**config.mk**
```make
export PLATFORM = sky130hd
export DESIGN_NAME = sram2p_init_param
export DESIGN_NICKNAME = d
export VERILOG_FILES = /design/src/rtl/sram2p_init_param.sv
export SDC_FILE = /design/constraint.sdc
export NUM_CORES = 2
export LEC_CHECK = 0
export ABC_CLOCK_PERIOD_IN_PS = 10600
export CAP_MARGIN = 5
export CORE_AREA = 2 2 406 408
export DETAILED_ROUTE_END_ITERATION = 6
export DIE_AREA = 0 0 408 410
export PLACE_DENSITY = 0.65
export REMOVE_ABC_BUFFERS = 1
export SLEW_MARGIN = 0
export SYNTH_ARGS = -nofsm -noshare
export SYNTH_HDL_FRONTEND = slang
export SYNTH_SLANG_ARGS = --single-unit
```
**constraint.sdc**
```tcl
create_clock -name CLK -period 10.6 [get_ports CLK]
set_clock_uncertainty 0.2 [all_clocks]
set_input_delay 2.12 -clock CLK [delete_from_list [all_inputs] [get_ports CLK]]
set_output_delay 2.12 -clock CLK [all_outputs]
set_load 0.02 [all_outputs]
```
**src/rtl/sram2p_init_param.sv**
```systemverilog
// sram2p_init_param: parametrised single-clock two-port SRAM (port A read,
// port B write) with a hardware initialisation sweep, write-first collision
// bypass, read-valid strobe and dropped-write indication.
// Optional macro SRAM2P_OUTREG_EN adds a second output register stage
// (read latency 2 instead of 1, VALIDA delayed to stay aligned).
module sram2p_init_param #(
  parameter int              DW       = 8,
  parameter int              AW       = 8,
  parameter logic [DW-1:0]   INIT_VAL = '0
) (
  input  logic          CLK,
  input  logic          RST_N,
  input  logic [AW-1:0] ADDRA,
  input  logic          ENA,
  output logic [DW-1:0] DOUTA,
  output logic          VALIDA,
  input  logic [AW-1:0] ADDRB,
  input  logic [DW-1:0] DINB,
  input  logic          ENB,
  input  logic          WEB,
  input  logic          CLRN,
  output logic          BUSY,
  output logic          DROPB
);

  localparam int DEPTH = 2**AW;

  typedef enum logic {
    ST_INIT  = 1'b0,
    ST_READY = 1'b1
  } state_t;

  state_t        r_state;
  logic [AW-1:0] r_cnt;
  logic          r_busy;
  logic          r_dropb;
  logic [DW-1:0] r_douta;
  logic          r_valida;
  logic [DW-1:0] r_mem [DEPTH];

  // Request decode: both enables are active-low, the write strobe active-high.
  logic w_rd_req;
  logic w_wr_req;
  logic w_bypass;

  assign w_rd_req = ~ENA;
  assign w_wr_req = ~ENB & WEB;
  assign w_bypass = w_wr_req && (ADDRA == ADDRB);

  // Storage array: the sweep owns the write port in INIT, port B in READY.
  // NOTE: the array has no reset; clearing it is the sweep's job, which keeps
  // it mappable onto real RAM macros.
  always_ff @(posedge CLK) begin
    if (r_state == ST_INIT) begin
      r_mem[r_cnt] <= INIT_VAL;
    end else if (w_wr_req) begin
      r_mem[ADDRB] <= DINB;
    end
  end

  // Control FSM with registered BUSY/DROPB and the first read stage.
  // NOTE: all state here is updated with non-blocking assignments so every
  // branch sees the pre-edge values of r_state/r_cnt.
  always_ff @(posedge CLK or negedge RST_N) begin
    if (!RST_N) begin
      r_state  <= ST_INIT;
      r_cnt    <= '0;
      r_busy   <= 1'b1;
      r_dropb  <= 1'b0;
      r_douta  <= '0;
      r_valida <= 1'b0;
    end else begin
      r_dropb  <= 1'b0;
      r_valida <= 1'b0;
      case (r_state)
        ST_INIT: begin
          // Writes arriving during the sweep are discarded and flagged.
          r_dropb <= w_wr_req;
          if (r_cnt == '1) begin
            r_state <= ST_READY;
            r_busy  <= 1'b0;
            r_cnt   <= '0;
          end else begin
            r_cnt <= r_cnt + AW'(1);
          end
        end
        ST_READY: begin
          if (w_rd_req) begin
            r_valida <= 1'b1;
            // Write-first: a same-address write forwards its data.
            r_douta  <= w_bypass ? DINB : r_mem[ADDRA];
          end
          // A clear request still lets this edge's read/write complete.
          if (!CLRN) begin
            r_state <= ST_INIT;
            r_cnt   <= '0;
            r_busy  <= 1'b1;
          end
        end
        default: begin
          r_state <= ST_INIT;
          r_cnt   <= '0;
          r_busy  <= 1'b1;
        end
      endcase
    end
  end

  assign BUSY  = r_busy;
  assign DROPB = r_dropb;

`ifdef SRAM2P_OUTREG_EN
  logic [DW-1:0] r_douta_q;
  logic          r_valida_q;

  // Extra output stage: advances only on valid data, VALIDA follows it.
  always_ff @(posedge CLK or negedge RST_N) begin
    if (!RST_N) begin
      r_douta_q  <= '0;
      r_valida_q <= 1'b0;
    end else begin
      r_valida_q <= r_valida;
      if (r_valida) begin
        r_douta_q <= r_douta;
      end
    end
  end

  assign DOUTA  = r_douta_q;
  assign VALIDA = r_valida_q;
`else
  assign DOUTA  = r_douta;
  assign VALIDA = r_valida;
`endif

endmodule

```
* Yosys cells after proc, flatten, opt, wreduce, memory -nomap -nowiden *
Memory sizes are Yosys's and may differ from the RTL's. A register that Yosys moved wholly into a read port is not among the register bits.
Cells that the tools add are included.

operators by class
  add/subtract/negate cells = 1
  equal/unequal tests = 3
  mux-type cells = 19
  bitwise gates (word level) = 4
  reductions and logical operators = 4

operators by type and width
  cell                                                                     count
  8-bit two-way mux                                                        4
  8-bit case mux with 2 select lines                                       1
  1-bit two-way mux                                                        12
  8-bit by 1-bit adder with 8-bit output, second input constant            1
  8-bit == test, second input constant                                     1
  8-bit OR reduction                                                       1
  1-bit case mux with 2 select lines                                       2
  2-bit AND reduction                                                      2
  1-bit inverter                                                           3
  2-bit by 1-bit inequality test with 1-bit output, second input constant  1
  2-bit inequality test, second input constant                             1
  1-bit AND                                                                1
  1-bit zero test                                                          1

storage, ports and cells
  register bits after elaboration = 12
  RAM bits = 2048
  input port bits = 30
  output and inout port bits = 11
  logic and storage cells = 37
  memories = 1

memories
  memory  words  width  rd ports  clocked after memory_dff  write ports  line  RTL
  r_mem   256    8      1         1                         1            39    logic [DW-1:0] r_mem [DEPTH];

* Depth between registers and ports, before layout *
  depth after elaboration = 7
  mapped depth = 14
  gate-level depth less buffers = 7

* Least setup slack after synthesis *
Ideal clock, no wire load.

  kind = input to register
  from = input port ENB
  to = memory r_mem[0][5] (data pin)
  library setup time = 0.870 ns
  arrival = 6.312 ns
  setup slack = 3.218 ns
  stages on the path = 5
  path buffers = 3
  cells stage by stage = and3b_1 clkbuf_1 buf_2 clkbuf_1 and2_1

between the ends
  longest elaborated chain between the ends = 7

ends and longest elaborated chain
  element                                  line  RTL
  from (decl)                              19    input logic ENB,
  1-bit inverter                           47    assign w_wr_req = ~ENB & WEB;
  1-bit AND                                47
  1-bit two-way mux                        56    end else if (w_wr_req) begin
  1-bit two-way mux                        54    if (r_state == ST_INIT) begin
  1-bit two-way mux (not written as such)  57    r_mem[ADDRB] <= DINB;
  8-bit OR reduction (no source line)      n/a
  8-bit two-way mux (no source line)       n/a
  to (decl)                                39

Every way passes these cells.

* Worst setup path in the final report *
  from = input port WEB
  to = memory r_mem[222][6], enable pin

between the ends
  longest elaborated chain between the ends = 6
  elaborated cells on any way between the ends = 7
  those cells by class = 5 x mux; 1 x bitwise; 1 x reduce/logical

ends and longest elaborated chain
  element                                                                         line  RTL
  from (decl)                                                                     20    input logic WEB,
  1-bit AND (*)                                                                   47
  1-bit two-way mux (*)                                                           56
  1-bit two-way mux (*)                                                           54
  1-bit two-way mux (not written as such) (*)                                     57
  8-bit OR reduction (no source line)                                             n/a
  8-bit two-way mux (no source line) / 1-bit two-way mux (equally long branches)  n/a

Mark *: on every way between the ends. The rest lies on a longest branch, timed or not.

==> out/qor.csv <==
stage,metric,value,unit
run_status,outcome,"finished, final reports clean",
route,ant_nets,0,
synth,synthArstFlopShare,0.967,%
worst_setup_path,critical_path.startpoint,WEB,
cts,clockBufferDepth,3,
route,drtPass1Iterations,6,
synth,seq_area_frac_synth,76.4,%
cts,hold_buffers,0,
job,cap_violations,0,
power_and_ir_drop,intPower,13.3,mW
layout,nFillCells,12303,
global_routing,grt_pass1_wl,318000,microns
worst_hold_path,min-delay-start,BUSY$_DFFE_PN1P_,
layout,areaGrowthSynthToFinish,10.9,%
floorplan,core_area,0.163,sq mm
cts,clock_latency,0.86,ns
sta,worstMarginPinSlew,1.39,ns
worst_setup_path,end_kind,flip-flop,
sta,post-route-min-period,6.12,ns
worst_setup_path,cp.required,10.87,ns
worst_hold_path,hold_class,flip-flop to flip-flop,
worst_setup_path,crit_chain,clkdlybuf4s50_1 -> nand3b_1 -> o31ai_1 -> nand3_1 -> buf_4 -> nor2_1,
sta,max-slew-margin-rel,5.21,%
layout,fin_cells,6453,
global_routing,grt_usage,26.9,%
synth,synth_area,0.0812,sq mm
worst_setup_path,max_stage_delay,1.15,ns
cts,post_cts_resized,0,
cts,cts_tree,done,
worst_setup_path,ff2ff_setup_slack,5.85,ns
worst_setup_path,path_buf_inv,2,
worst_setup_path,crit_family,simple AND/OR/NAND/NOR gates,
route,drc,0,
worst_setup_path,crit_type,input port to flip-flop,
worst_setup_path,r2r-end,r_mem[60][0]$_DFFE_PP_,
layout,fin_area,0.0900,sq mm
cts,cts.htree.levels,4,
route,drt-total-wl,226000,microns
synth,ys_seq_elements,2068,
synth,ys_warn_count,0,
sta,tns,0,ns
place,hpwl,135000,microns
power_and_ir_drop,cellLeakagePower,30.9,nW
synth,synthDistinctLibCells,79,
layout,nets,4125,
cts,post-cts-setup-buffer-count,0,
place,gp_congestion,0.893,
floorplan,num_rows,149,
route,drt_iter0_markers,6334,
synth,avgSynthCellArea,20.3,sq um
floorplan,die_y,410,microns
place,io_buffers,40,
worst_hold_path,hold_end,BUSY$_DFFE_PN1P_,
sta,hold_viol,0,
worst_setup_path,r2r_start,r_state$_DFF_PN0_,
worst_setup_path,crit_fanout,19,
sta,fin_hold_ws,0.359,ns
power_and_ir_drop,power.density,194,mW/mm^2
floorplan,die_area,0.167,sq mm
place,dpl_cell_area,0.0836,sq mm
sta,post-route-period-util,57.7,%
global_routing,grt_antenna_before_repair,12,
global_routing,gr-total-overflow,0,
route,routedWlPerCell,35.0,microns
worst_setup_path,r2r_cells,7,
synth,synthFlopType,edfxtp_1,
layout,utilization,55.1,%
cts,numClockSinks,2068,
power_and_ir_drop,ir_drop,0.166,mV
power_and_ir_drop,p_sw,4.16,mW
route,route.vias.total,42340,
sta,rsz0062_at_grt,no,
sta,maxSlewViolCount,0,
worst_hold_path,min_path_cells,2,
floorplan,die_x,408,microns
route,viasPerCell,6.56,
sta,final-setup-viol-count,0,
power_and_ir_drop,clkPwrFrac,40.2,%
sta,fmax,0.163,GHz
global_routing,first_global_vias,41379,
worst_setup_path,crit_path_top_delay_cell,o31ai_1,
power_and_ir_drop,p_comb_share,7.9,%
power_and_ir_drop,seq_power_share,51.9,%
synth,synth_edf_count,2048,
cts,root_buffer,clkbuf_16,
worst_setup_path,startpoint_type,input port,
cts,clkTransAtPathRegs,0.07,ns
worst_setup_path,cp.arrival,6.39,ns
synth,synthCells,3999,
layout,drive_gt1_share,19.6,%
place,dp_cells,6079,
cts,numCtsBuffers,202,
floorplan,initial_utilization,49.6,%
power_and_ir_drop,swShare,23.8,%
floorplan,ios,41,
global_routing,grt_max_degree,186,
==> routing by layer <==
layer	up-vias	part of all wire (%)	global-route usage, %
li1	16746	-	-
met1	22475	38	37.9
met2	2643	46	40.7
met3	464	11	7.06
met4	12	4.0	10.2
met5	-	0.061	0.661
==> how the worst max path moves through the flow <==
stage	slack [ns]	cells after the start	endpoint
3_3_place_gp	3.92	6	r_mem[222][2]$_DFFE_PP_
4_1_cts	4.66	6	r_mem[14][3]$_DFFE_PP_
5_1_grt	4.38	6	r_mem[222][3]$_DFFE_PP_
6_report	4.48	6	r_mem[222][6]$_DFFE_PP_
3_5_place_dp	3.75	6	r_mem[222][6]$_DFFE_PP_
2_1_floorplan	3.28	2	r_mem[0][5]$_DFFE_PP_
==> cells in the final DEF, fill, tap and decap left out, drive strengths merged, types with 19 or more instances in the layout <==
master	n
a21oi	54
a22oi	86
buf	97
clkbuf	249
clkdlybuf4s50	36
clkinv	87
dfrtp	19
edfxtp	2048
inv	24
mux2i	190
mux4	441
nand2	159
nand3	70
nor2	283
nor3	36
o21ai	38
o221ai	29
o22ai	50
==> state kept, by name, indices dropped and copies added, names as in the netlist <==
signal	count
BUSY	1
DOUTA	8
DROPB	1
VALIDA	1
r_cnt	8
r_mem	2048
r_state	1
==> metrics by stage <==
step | power [mW] | setup WS [ns]
after floorplan | 9.80 | 3.28
after global placement | 10.6 | 3.92
after detailed placement | 10.6 | 3.75
after CTS | 17.5 | 4.66
after global routing | 17.8 | 4.38
final | 17.5 | 4.48
==> worst min-delay path, delay by kind of cell, from the launching register on <==
| family | cells | cell delay, ns |
|---|---|---|
| buf+inv | 1 | 0.07 |
| compound gates | 1 | 0.06 |
| flops | 1 | 0.43 |
==> synth_stat cells (17+ instances only) <==
master,count,area share [%]
buf_4,18,0.17
nand2_1,159,0.74
o22ai_1,50,0.39
o221ai_1,29,0.31
mux2i_1,190,2.3
mux4_2,432,12
nand3_1,70,0.43
edfxtp_1,2048,76
buf_6,48,0.67
o21ai_0,37,0.23
dfrtp_1,19,0.59
a22oi_1,86,0.80
nor2_1,283,1.3
nor3_1,36,0.22
a31oi_1,18,0.14
a221oi_1,17,0.18
a21oi_1,54,0.33
buf_2,41,0.25
nand4_1,17,0.13
clkbuf_1,107,0.49
==> final cells by class <==
cell class | count | area (sq um) | area share [%]
Timing Repair Buffer | 134 | 1190 | 1.32
Multi-Input combinational cell | 1671 | 17600 | 19.5
Tap cell | 2189 | 2740 | 3.04
Clock inverter | 114 | 1080 | 1.20
Antenna cell | 12 | 30.0 | 0.0334
Clock buffer | 248 | 5300 | 5.89
Inverter | 17 | 119 | 0.132
Sequential cell | 2068 | 62000 | 68.9
==> kinds of logic (layout without fill, tap and decap cells) <==
logic type | after synthesis | count (layout) | share of synthesized area [%]
compound gates | 369 | 369 | 3.19
other cells | 0 | 12 | 0
mux | 640 | 640 | 14.7
flops | 2068 | 2068 | 76.4
xor+xnor | 9 | 9 | 0.0971
buf+inv | 260 | 513 | 2.01
simple gates | 652 | 652 | 3.54
fa+ha+maj | 1 | 1 | 0.0154
==> power groups by stage <==
stage / Combinational [mW] / Clock [mW] / Sequential, mW
global placement: 1.33 / 0 / 9.24
finish: 1.38 / 7.02 / 9.08
floorplan: 0.582 / 0 / 9.22
global route: 1.40 / 7.37 / 9.08
detailed placement: 1.34 / 0 / 9.25
CTS: 1.34 / 7.05 / 9.07
Note: power is estimated with default switching activity, not from simulation.
